--- src/rtl/counter_seq_if.sv ---
// ---------------------------------------------------------------------------
// counter_seq_if
// Purpose : bundles the control inputs and status outputs of counter_seq so
//           that the controller and the counter connect through one port.
// Signals :
//   start    launch request (sampled only while the counter is idle)
//   stop     abort request (sampled while running or done)
//   dir      0 = count up, 1 = count down
//   mode     0 = one-shot, 1 = auto-reload
//   limit    [BITS] terminal value (up) / start value (down)
//   prescale [PW]   one step every prescale+1 cycles
//   count    [BITS] registered counter value
//   busy     high while the counter is running
//   done     one-cycle pulse when a one-shot run finishes
//   wrap     one-cycle pulse following an auto-reload
// Modports: master drives the controls and reads status; slave is the counter.
// ---------------------------------------------------------------------------
interface counter_seq_if #(
  parameter int BITS = 4,
  parameter int PW   = 4
);
  logic            start;
  logic            stop;
  logic            dir;
  logic            mode;
  logic [BITS-1:0] limit;
  logic [PW-1:0]   prescale;
  logic [BITS-1:0] count;
  logic            busy;
  logic            done;
  logic            wrap;

  modport master (
    output start, stop, dir, mode, limit, prescale,
    input  count, busy, done, wrap
  );

  modport slave (
    input  start, stop, dir, mode, limit, prescale,
    output count, busy, done, wrap
  );
endinterface

--- src/rtl/counter_seq.sv ---
// ---------------------------------------------------------------------------
// counter_seq
// Purpose : prescaled up/down counter sequenced by a three-state FSM
//           (IDLE -> RUN -> DONE -> IDLE). A start in IDLE latches direction,
//           mode, limit and prescale; the counter then steps once every
//           prescale+1 cycles. One-shot runs end in a single DONE cycle,
//           auto-reload runs restart from the start value and pulse wrap.
// Ports   :
//   clk     single clock, all state changes on the rising edge
//   rst     synchronous active-high reset, highest priority
//   cnt_if  counter_seq_if.slave: start/stop/dir/mode/limit/prescale in,
//           count/busy/done/wrap out
// All outputs are registered or decoded from the state register only.
// ---------------------------------------------------------------------------
module counter_seq #(
  parameter int BITS = 4,
  parameter int PW   = 4
) (
  input  logic          clk,
  input  logic          rst,
  counter_seq_if.slave  cnt_if
);

  typedef enum logic [1:0] {
    S_IDLE = 2'd0,
    S_RUN  = 2'd1,
    S_DONE = 2'd2
  } state_t;

  // State and datapath registers
  state_t          r_state;
  logic [BITS-1:0] r_count;
  logic [PW-1:0]   r_pc;
  logic            r_wrap;

  // Values captured at start; the live inputs are ignored until next start
  logic            r_dir;
  logic            r_mode;
  logic [BITS-1:0] r_limit;
  logic [PW-1:0]   r_prescale;

  // Next-state values from the combinational process
  state_t          w_state_next;
  logic [BITS-1:0] w_count_next;
  logic [PW-1:0]   w_pc_next;
  logic            w_wrap_next;
  logic            w_dir_next;
  logic            w_mode_next;
  logic [BITS-1:0] w_limit_next;
  logic [PW-1:0]   w_prescale_next;

  // Step/terminal decode on the latched configuration
  logic            w_step;
  logic [BITS-1:0] w_terminal;
  logic [BITS-1:0] w_start_value;
  logic            w_at_terminal;

  // The prescale counter hits the latched divider on the last cycle of
  // each displayed value, so a step lands every prescale+1 cycles.
  assign w_step        = (r_pc == r_prescale);
  assign w_terminal    = r_dir ? '0 : r_limit;
  assign w_start_value = r_dir ? r_limit : '0;
  assign w_at_terminal = (r_count == w_terminal);

  // -------------------------------------------------------------------------
  // State register
  // -------------------------------------------------------------------------
  always_ff @(posedge clk) begin
    if (rst) begin
      r_state    <= S_IDLE;
      r_count    <= '0;
      r_pc       <= '0;
      r_wrap     <= 1'b0;
      r_dir      <= 1'b0;
      r_mode     <= 1'b0;
      r_limit    <= '0;
      r_prescale <= '0;
    end else begin
      r_state    <= w_state_next;
      r_count    <= w_count_next;
      r_pc       <= w_pc_next;
      r_wrap     <= w_wrap_next;
      r_dir      <= w_dir_next;
      r_mode     <= w_mode_next;
      r_limit    <= w_limit_next;
      r_prescale <= w_prescale_next;
    end
  end

  // -------------------------------------------------------------------------
  // Next-state and datapath logic
  // -------------------------------------------------------------------------
  always_comb begin
    // Hold everything by default; wrap is a pulse so it defaults low.
    w_state_next    = r_state;
    w_count_next    = r_count;
    w_pc_next       = r_pc;
    w_wrap_next     = 1'b0;
    w_dir_next      = r_dir;
    w_mode_next     = r_mode;
    w_limit_next    = r_limit;
    w_prescale_next = r_prescale;

    case (r_state)
      S_IDLE: begin
        w_pc_next = '0;
        // A simultaneous stop cancels the launch.
        if (cnt_if.start && !cnt_if.stop) begin
          w_dir_next      = cnt_if.dir;
          w_mode_next     = cnt_if.mode;
          w_limit_next    = cnt_if.limit;
          w_prescale_next = cnt_if.prescale;
          w_count_next    = cnt_if.dir ? cnt_if.limit : '0;
          w_state_next    = S_RUN;
        end
      end

      S_RUN: begin
        if (cnt_if.stop) begin
          // Abort freezes the count; the pending step is discarded.
          w_pc_next    = '0;
          w_state_next = S_IDLE;
        end else if (w_step) begin
          w_pc_next = '0;
          if (w_at_terminal) begin
            if (r_mode) begin
              w_count_next = w_start_value;
              w_wrap_next  = 1'b1;
            end else begin
              w_state_next = S_DONE;
            end
          end else if (r_dir) begin
            w_count_next = r_count - 1'b1;
          end else begin
            w_count_next = r_count + 1'b1;
          end
        end else begin
          w_pc_next = r_pc + 1'b1;
        end
      end

      S_DONE: begin
        // Single-cycle state whether or not stop is asserted.
        w_pc_next    = '0;
        w_state_next = S_IDLE;
      end

      default: begin
        w_pc_next    = '0;
        w_state_next = S_IDLE;
      end
    endcase
  end

  // -------------------------------------------------------------------------
  // Outputs
  // -------------------------------------------------------------------------
  assign cnt_if.count = r_count;
  assign cnt_if.busy  = (r_state == S_RUN);
  assign cnt_if.done  = (r_state == S_DONE);
  assign cnt_if.wrap  = r_wrap;

endmodule

--- src/flat_wrapper.sv ---
// flat-port wrapper written by rule: the top's interface ports become plain ports
module counter_seq_flat 
#(
  parameter int BITS = 4,
  parameter int PW   = 4
)
  (clk, rst, cnt_if_start, cnt_if_stop, cnt_if_dir, cnt_if_mode, cnt_if_limit, cnt_if_prescale, cnt_if_count, cnt_if_busy, cnt_if_done, cnt_if_wrap);
  counter_seq_if #(.BITS(BITS), .PW(PW)) cnt_if_i ();
  input  logic clk;
  input  logic rst;
  input wire logic [$bits(cnt_if_i.start)-1:0] cnt_if_start;
  input wire logic [$bits(cnt_if_i.stop)-1:0] cnt_if_stop;
  input wire logic [$bits(cnt_if_i.dir)-1:0] cnt_if_dir;
  input wire logic [$bits(cnt_if_i.mode)-1:0] cnt_if_mode;
  input wire logic [$bits(cnt_if_i.limit)-1:0] cnt_if_limit;
  input wire logic [$bits(cnt_if_i.prescale)-1:0] cnt_if_prescale;
  output wire logic [$bits(cnt_if_i.count)-1:0] cnt_if_count;
  output wire logic [$bits(cnt_if_i.busy)-1:0] cnt_if_busy;
  output wire logic [$bits(cnt_if_i.done)-1:0] cnt_if_done;
  output wire logic [$bits(cnt_if_i.wrap)-1:0] cnt_if_wrap;
  assign cnt_if_i.start = cnt_if_start;
  assign cnt_if_i.stop = cnt_if_stop;
  assign cnt_if_i.dir = cnt_if_dir;
  assign cnt_if_i.mode = cnt_if_mode;
  assign cnt_if_i.limit = cnt_if_limit;
  assign cnt_if_i.prescale = cnt_if_prescale;
  assign cnt_if_count = cnt_if_i.count;
  assign cnt_if_busy = cnt_if_i.busy;
  assign cnt_if_done = cnt_if_i.done;
  assign cnt_if_wrap = cnt_if_i.wrap;
  counter_seq #(.BITS(BITS), .PW(PW)) u_core (.clk(clk), .rst(rst), .cnt_if(cnt_if_i));
endmodule
--- config.mk ---
export PLATFORM = sky130hd
export DESIGN_NAME = counter_seq_flat
export DESIGN_NICKNAME = d
export VERILOG_FILES = /design/src/rtl/counter_seq_if.sv /design/src/rtl/counter_seq.sv /design/src/flat_wrapper.sv
export SDC_FILE = /design/constraint.sdc
export NUM_CORES = 1
export LEC_CHECK = 0
export ABC_AREA = 1
export CAP_MARGIN = 10
export CORE_MARGIN = 4
export CORE_UTILIZATION = 55
export CTS_CLUSTER_DIAMETER = 60
export DETAILED_ROUTE_END_ITERATION = 8
export PLACE_DENSITY = 0.83
export SLEW_MARGIN = 5
export SYNTH_ARGS = -nofsm -noshare
export SYNTH_HDL_FRONTEND = slang
export SYNTH_SLANG_ARGS = --single-unit
--- constraint.sdc ---
create_clock -name clk -period 3.25 [get_ports clk]
set_input_delay 0.8125 -clock clk [delete_from_list [all_inputs] [get_ports clk]]
set_output_delay 0.8125 -clock clk [all_outputs]
set_load 0.05 [all_outputs]
==> results.ini <==
[die]
row_count=16
core_sq_um=2000
ioPinCount=21
die_y_um=54.5
initial_core_util_pct=59.3
dieArea_sq_um=2970
die_x_um=54.5

[min_path]
whs_endpoint=u_core.cnt_if.wrap
min-delay-path-class=reg -> reg
hold_path_depth=2
holdCritStartpoint=u_core.r_mode

[power]
p_int_uw=382
p_leak_uw=0.000629
peakVddDrop_uv=313
switching_share_pct=33.7
cellPowerDensity_nw_per_um2=404
power_frac_clock_pct=22.1
p_sw_uw=195
pwr-share-seq_pct=50.1
comb_power_share_pct=27.8

[synth]
avgSynthCellArea_sq_um=7.07
syn_inst=168
syn_nets=186
ys_types=23
synth-seq-cells=21
seq_area_frac_synth_pct=35.4
netlist_area_sq_um=1190
ys_warn_count=0

[clock_tree]
cts-root-buf=clkbuf_4
numCtsBuffers=3
clkSlewWorstSetupHoldPaths_ps=120
cts_resized=0
cts.sinks=21
cts_max_path_buffers=2
tritoncts=built
cts_hold_buffers=0
clk-insertion-delay-late_ps=310
postCtsSetupBuffers=0
h-tree-depth=1

[place]
hpwl_um=2070
io_buffers=20
placedCellCount=212
place_congestion=0.804

[routing]
drtIter0Drc=28
drc=0
ant_nets=0
vias=1127
drt-total-wl_um=2630
viasPerCell=5.22
drtPass1Iterations=4
wl_per_cell_um=12.2

[critical_path]
rr_worst_depth=9
end_kind=primary output
rrSetupSlack_ps=1450
cp-start-kind=register
r2r_start=u_core.r_dir
path_class=reg -> out
required_ps=2440
cp_max_fo=6
r2r_end=u_core.cnt_if.count[3]
critical_path_arrival_ps=1750

[timing]
finalHoldViolCount=0
maxSlewHeadroom_pct=66.9
worstMarginPinSlew_ps=494
fmax_mhz=390
setup_tns_ps=0
setup_viol=0
rsz0062_at_grt=no
period_minus_slack_ps=2560
finalClockSkew_ps=14.0
final_max_slew_viol_count=0
post-route-period-util_pct=78.8

[global_route]
grt_pass1_wl_um=4280
grt_max_degree=17
antenna_found_initial=0
first_global_vias=1066
grt_overflow=0
globalRouteTotalUtil_pct=20.1

[cells_and_area]
instances_no_fill=216
antennaDiodeCount=0
area_growth_pct=20.3
nets=208
drive_gt1_share_pct=10.1

[run]
max-cap-violations=0

[run_status]
status=finished clean

## state kept, by name (all words and copies together), names as in the netlist
name / flops
u_core.cnt_if.count: 4
u_core.r_limit: 4
u_core.r_pc: 4
u_core.r_prescale: 4
u_core.r_state: 2
u_core.cnt_if.wrap: 1
u_core.r_dir: 1
u_core.r_mode: 1
## power by group through the flow
stage / logic, uW / registers [uW] / clock network [uW]
floorplan: 106 / 302 / 0
global placement: 154 / 293 / 0
finish: 160 / 289 / 128
global route: 179 / 291 / 134
detailed placement: 160 / 294 / 0
CTS: 161 / 289 / 128
## worst max-delay path: stages, from the launching register on
cell             delay, ps
dfxtp_1                380
inv_2                   60
nor2_4                 170
clkdlybuf4s50_1        830
## worst max path at each step
stage	startpoint	end	slack, ps	depth (start not counted)
2_1_floorplan	u_core.r_state[1]	cnt_if_done	1370	2
3_3_place_gp	cnt_if_stop	u_core.r_prescale[2]	1020	6
3_5_place_dp	cnt_if_stop	u_core.r_prescale[1]	990	6
4_1_cts	u_core.r_state[0]	cnt_if_busy	680	3
5_1_grt	u_core.r_state[0]	cnt_if_busy	640	3
6_report	u_core.r_state[0]	cnt_if_busy	690	3
## logic make-up after synthesis
| logic type | Yosys count | synth area share (%) |
|---|---|---|
| buf+inv | 19 | 7.06 |
| fa+ha+maj | 4 | 4.85 |
| xor+xnor | 8 | 5.90 |
| flops | 21 | 35.4 |
| compound gates | 20 | 8.75 |
| simple gates | 96 | 38.0 |
## layer usage
metal,global-route usage [%],part of all wire [%]
met1,22.7,45
met2,37.6,49
met3,2.45,5.4
met4,8.30,1.4
met5,0,0
## layout make-up
class / count / area (sq um)
clock buffers: 4 / 26.3
fillers: 174 / 573
well taps: 27 / 33.8
inverters: 16 / 65.1
multi-input cells: 128 / 683
flip-flops and latches: 21 / 420
repair buffers: 20 / 200
## Yosys cell counts
cell	instances	share of area (%)
a21oi_2	1	0.74
or2_4	1	0.74
inv_1	12	3.8
xnor2_1	2	1.5
xor2_1	6	4.4
clkbuf_1	2	0.63
nor2_4	4	3.8
nor4_1	1	0.53
nand2_2	3	1.6
nand2_1	30	9.5
ha_1	3	3.2
nand2_4	1	0.95
nand3_1	18	7.6
nand3_2	2	1.7
nor2_1	35	11
nand3b_1	1	0.63
a21oi_1	5	2.1
fa_1	1	1.7
o21ai_0	14	5.9
inv_2	3	0.95
dfxtp_1	21	35
buf_6	1	0.95
inv_6	1	0.74
## cell usage in the layout (no fill, tap or decap)
cell | synthesis | layout
dfxtp_1 | 21 | 21
nand2_2 | 3 | 3
nor2_4 | 4 | 4
nand3b_1 | 1 | 1
ha_1 | 3 | 3
o21ai_0 | 14 | 14
nor2_1 | 35 | 35
nand3_1 | 18 | 18
nor4_1 | 1 | 1
clkbuf_1 | 2 | 1
inv_1 | 12 | 12
a21oi_2 | 1 | 1
clkdlybuf4s50_1 | 0 | 20
inv_6 | 1 | 1
a21oi_1 | 5 | 5
fa_1 | 1 | 1
or2_4 | 1 | 1
nand3_2 | 2 | 2
clkbuf_4 | 0 | 3
nand2_1 | 30 | 30
xnor2_1 | 2 | 2
xor2_1 | 6 | 6
nand2_4 | 1 | 1
inv_2 | 3 | 3
## stage by stage
stage | area (sq um) | utilization (%) | power, uW | setup WS (ps) | hold WS, ps
global placement | 1400 | 70.1 | 448 | 1020 | 455
floorplan | 1190 | - | 407 | 1370 | 435
global route | 1430 | 71.4 | 604 | 642 | 520
CTS | 1430 | 71.4 | 578 | 684 | 479
detailed placement | 1400 | 70.1 | 455 | 988 | 463
finish | 1430 | 71.4 | 577 | 689 | 476
Power figures use the tool's default switching activity.
==> variant: new RTL, same flow settings <==
Re-encode `state_t` (3 states) as one-hot, 3 bits wide.
--- a/src/rtl/counter_seq.sv
+++ b/src/rtl/counter_seq.sv
@@ -21,10 +21,10 @@
   counter_seq_if.slave  cnt_if
 );
 
-  typedef enum logic [1:0] {
-    S_IDLE = 2'd0,
-    S_RUN  = 2'd1,
-    S_DONE = 2'd2
+  typedef enum logic [2:0] {
+    S_IDLE = 3'b001,
+    S_RUN  = 3'b010,
+    S_DONE = 3'b100
   } state_t;
 
   // State and datapath registers
Function: no difference found for any inputs over 10 cycles, from zero or initial values and one cycle with rst high; not proved beyond that.
==> variant against the unedited design <==
- hold slack got worse by 9.0 ps
- routed wire length fell by 0.80%
- largest cell class unchanged
- sequential cell count rose by 1
- count of clock-buffer cells in the layout did not move
- cell area rose by 8.9%
- highest routed layer unchanged
- worst setup slack got worse by 170 ps
- register-to-register slack improved by 50 ps
- non-clock buffer count did not move
- area after synthesis rose by 9.9%
Power is not compared: it rests on default switching activity, and its combinational part moved more than twofold at a synthesized area within 25%.
==> variant: results (changes against the unedited design) <==
stage;metric;value;unit;change
setup_path;crit_fanout;7;;+1
logic_synthesis;ys_seq_area_share;33.7;%;-1.7 points
route;route.met2.wl;1300;um;+1.3%
clock_network;htreeDepth;1;;unchanged
placed_design;hpwl;2120;um;+2.5%
finish;num-fill-cells;197;;+13%
route;drt-initial-drc-count;29;;+3.6%
timing;fin_skew;5.16;ps;-8.89 ps
finish;drive_gt1_share;11.0;%;+0.95 points
logic_synthesis;yosysUniqueCellTypes;26;;+13%
logic_synthesis;synth_common_cells;35 x nand2_1, 35 x nor2_1, 22 x dfxtp_1;;
route;met1_length;1130;um;-3.2%
finish;fin_nets;219;;+5.3%
global_route;grt_pass1_wl;4690;um;+9.7%
run_status;outcome;completed;;
logic_synthesis;synthTopCellsByArea;dfxtp_1 34%, nand2_1 10%, nor2_1 10%;;
global_route;use_met2;31.4;%;-6.3 points
setup_path;cp-startpoint;u_core.r_state[1];;
placed_design;dpl_worst_slack;861;ps;-127 ps
global_route;grt_use_met3;3.91;%;+1.5 points
logic_synthesis;syn_nets;197;;+5.9%
setup_path;cp_slowest_stage_delay;850;ps;+20 ps
placed_design;gp_congestion;0.925;;+15%
timing;tightest_slew;510;ps;+16.0 ps
global_route;track_usage;17.9;%;-2.2 points
route;avgRoutedWirePerCell;11.4;um;-6.0%
-- variant: cell types whose count changed after synthesis, moves of 3 or more --
cell     unedited run  this run
nor2_4              4         0
inv_1              12        15
nand2_4             1         4
xor2_1              6         1
xnor2_1             2         6
nand2_1            30        35
-- variant: final timing paths --
kind,cells past startpoint,slack [ps],to
worst max-delay path,3,520,cnt_if_busy
worst min register to register,2,470,u_core.cnt_if.wrap
worst max register to register,9,1500,u_core.cnt_if.count[2]
worst min-delay path,2,470,u_core.cnt_if.wrap
-- variant: cell families after synthesis --
| kind of cell | synth area share (%) |
|---|---|
| AOI/OAI and AO/OA | 6.14 |
| buffers and inverters | 6.42 |
| and+or+nand+nor | 44.6 |
| DFF | 33.7 |
| xor gates and xnor gates | 4.70 |
| adders and majority gates | 4.41 |
-- variant: layout make-up --
type                            instances  share of cell area [%]
Multi-Input combinational cell        137                    50.2
Inverter                               17                    4.10
Sequential cell                        22                    28.3
Clock buffer                            4                    2.33
Tap cell                               28                    2.25
Timing Repair Buffer                   20                    12.9
-- variant: power groups by stage --
stage                     Clock [mW]  Combinational, mW  Sequential, mW
after floorplan                    0              0.300           0.385
after global placement             0              0.431           0.343
after detailed placement           0              0.440           0.345
after CTS                      0.151              0.443           0.339
after global routing           0.171              0.490           0.345
final                          0.148              0.442           0.339
-- variant: stage by stage --
stage	hold slack (ps)	instance area [um2]	std cells	utilization [%]	total power, mW
6_report	467	1560	228	69.7	0.929
3_3_place_gp	457	1520	224	68.1	0.774
5_1_grt	491	1560	228	69.7	1.01
2_1_floorplan	435	1310	179	-	0.685
4_1_cts	473	1560	228	69.7	0.933
3_5_place_dp	457	1520	224	68.1	0.785
-- variant: critical path: cells and delay by family (launching register included) --
kind	cells	cell delay [ps]
AND/OR/NAND/NOR	1	160
flip-flops	1	400
buffers and inverters	2	1050
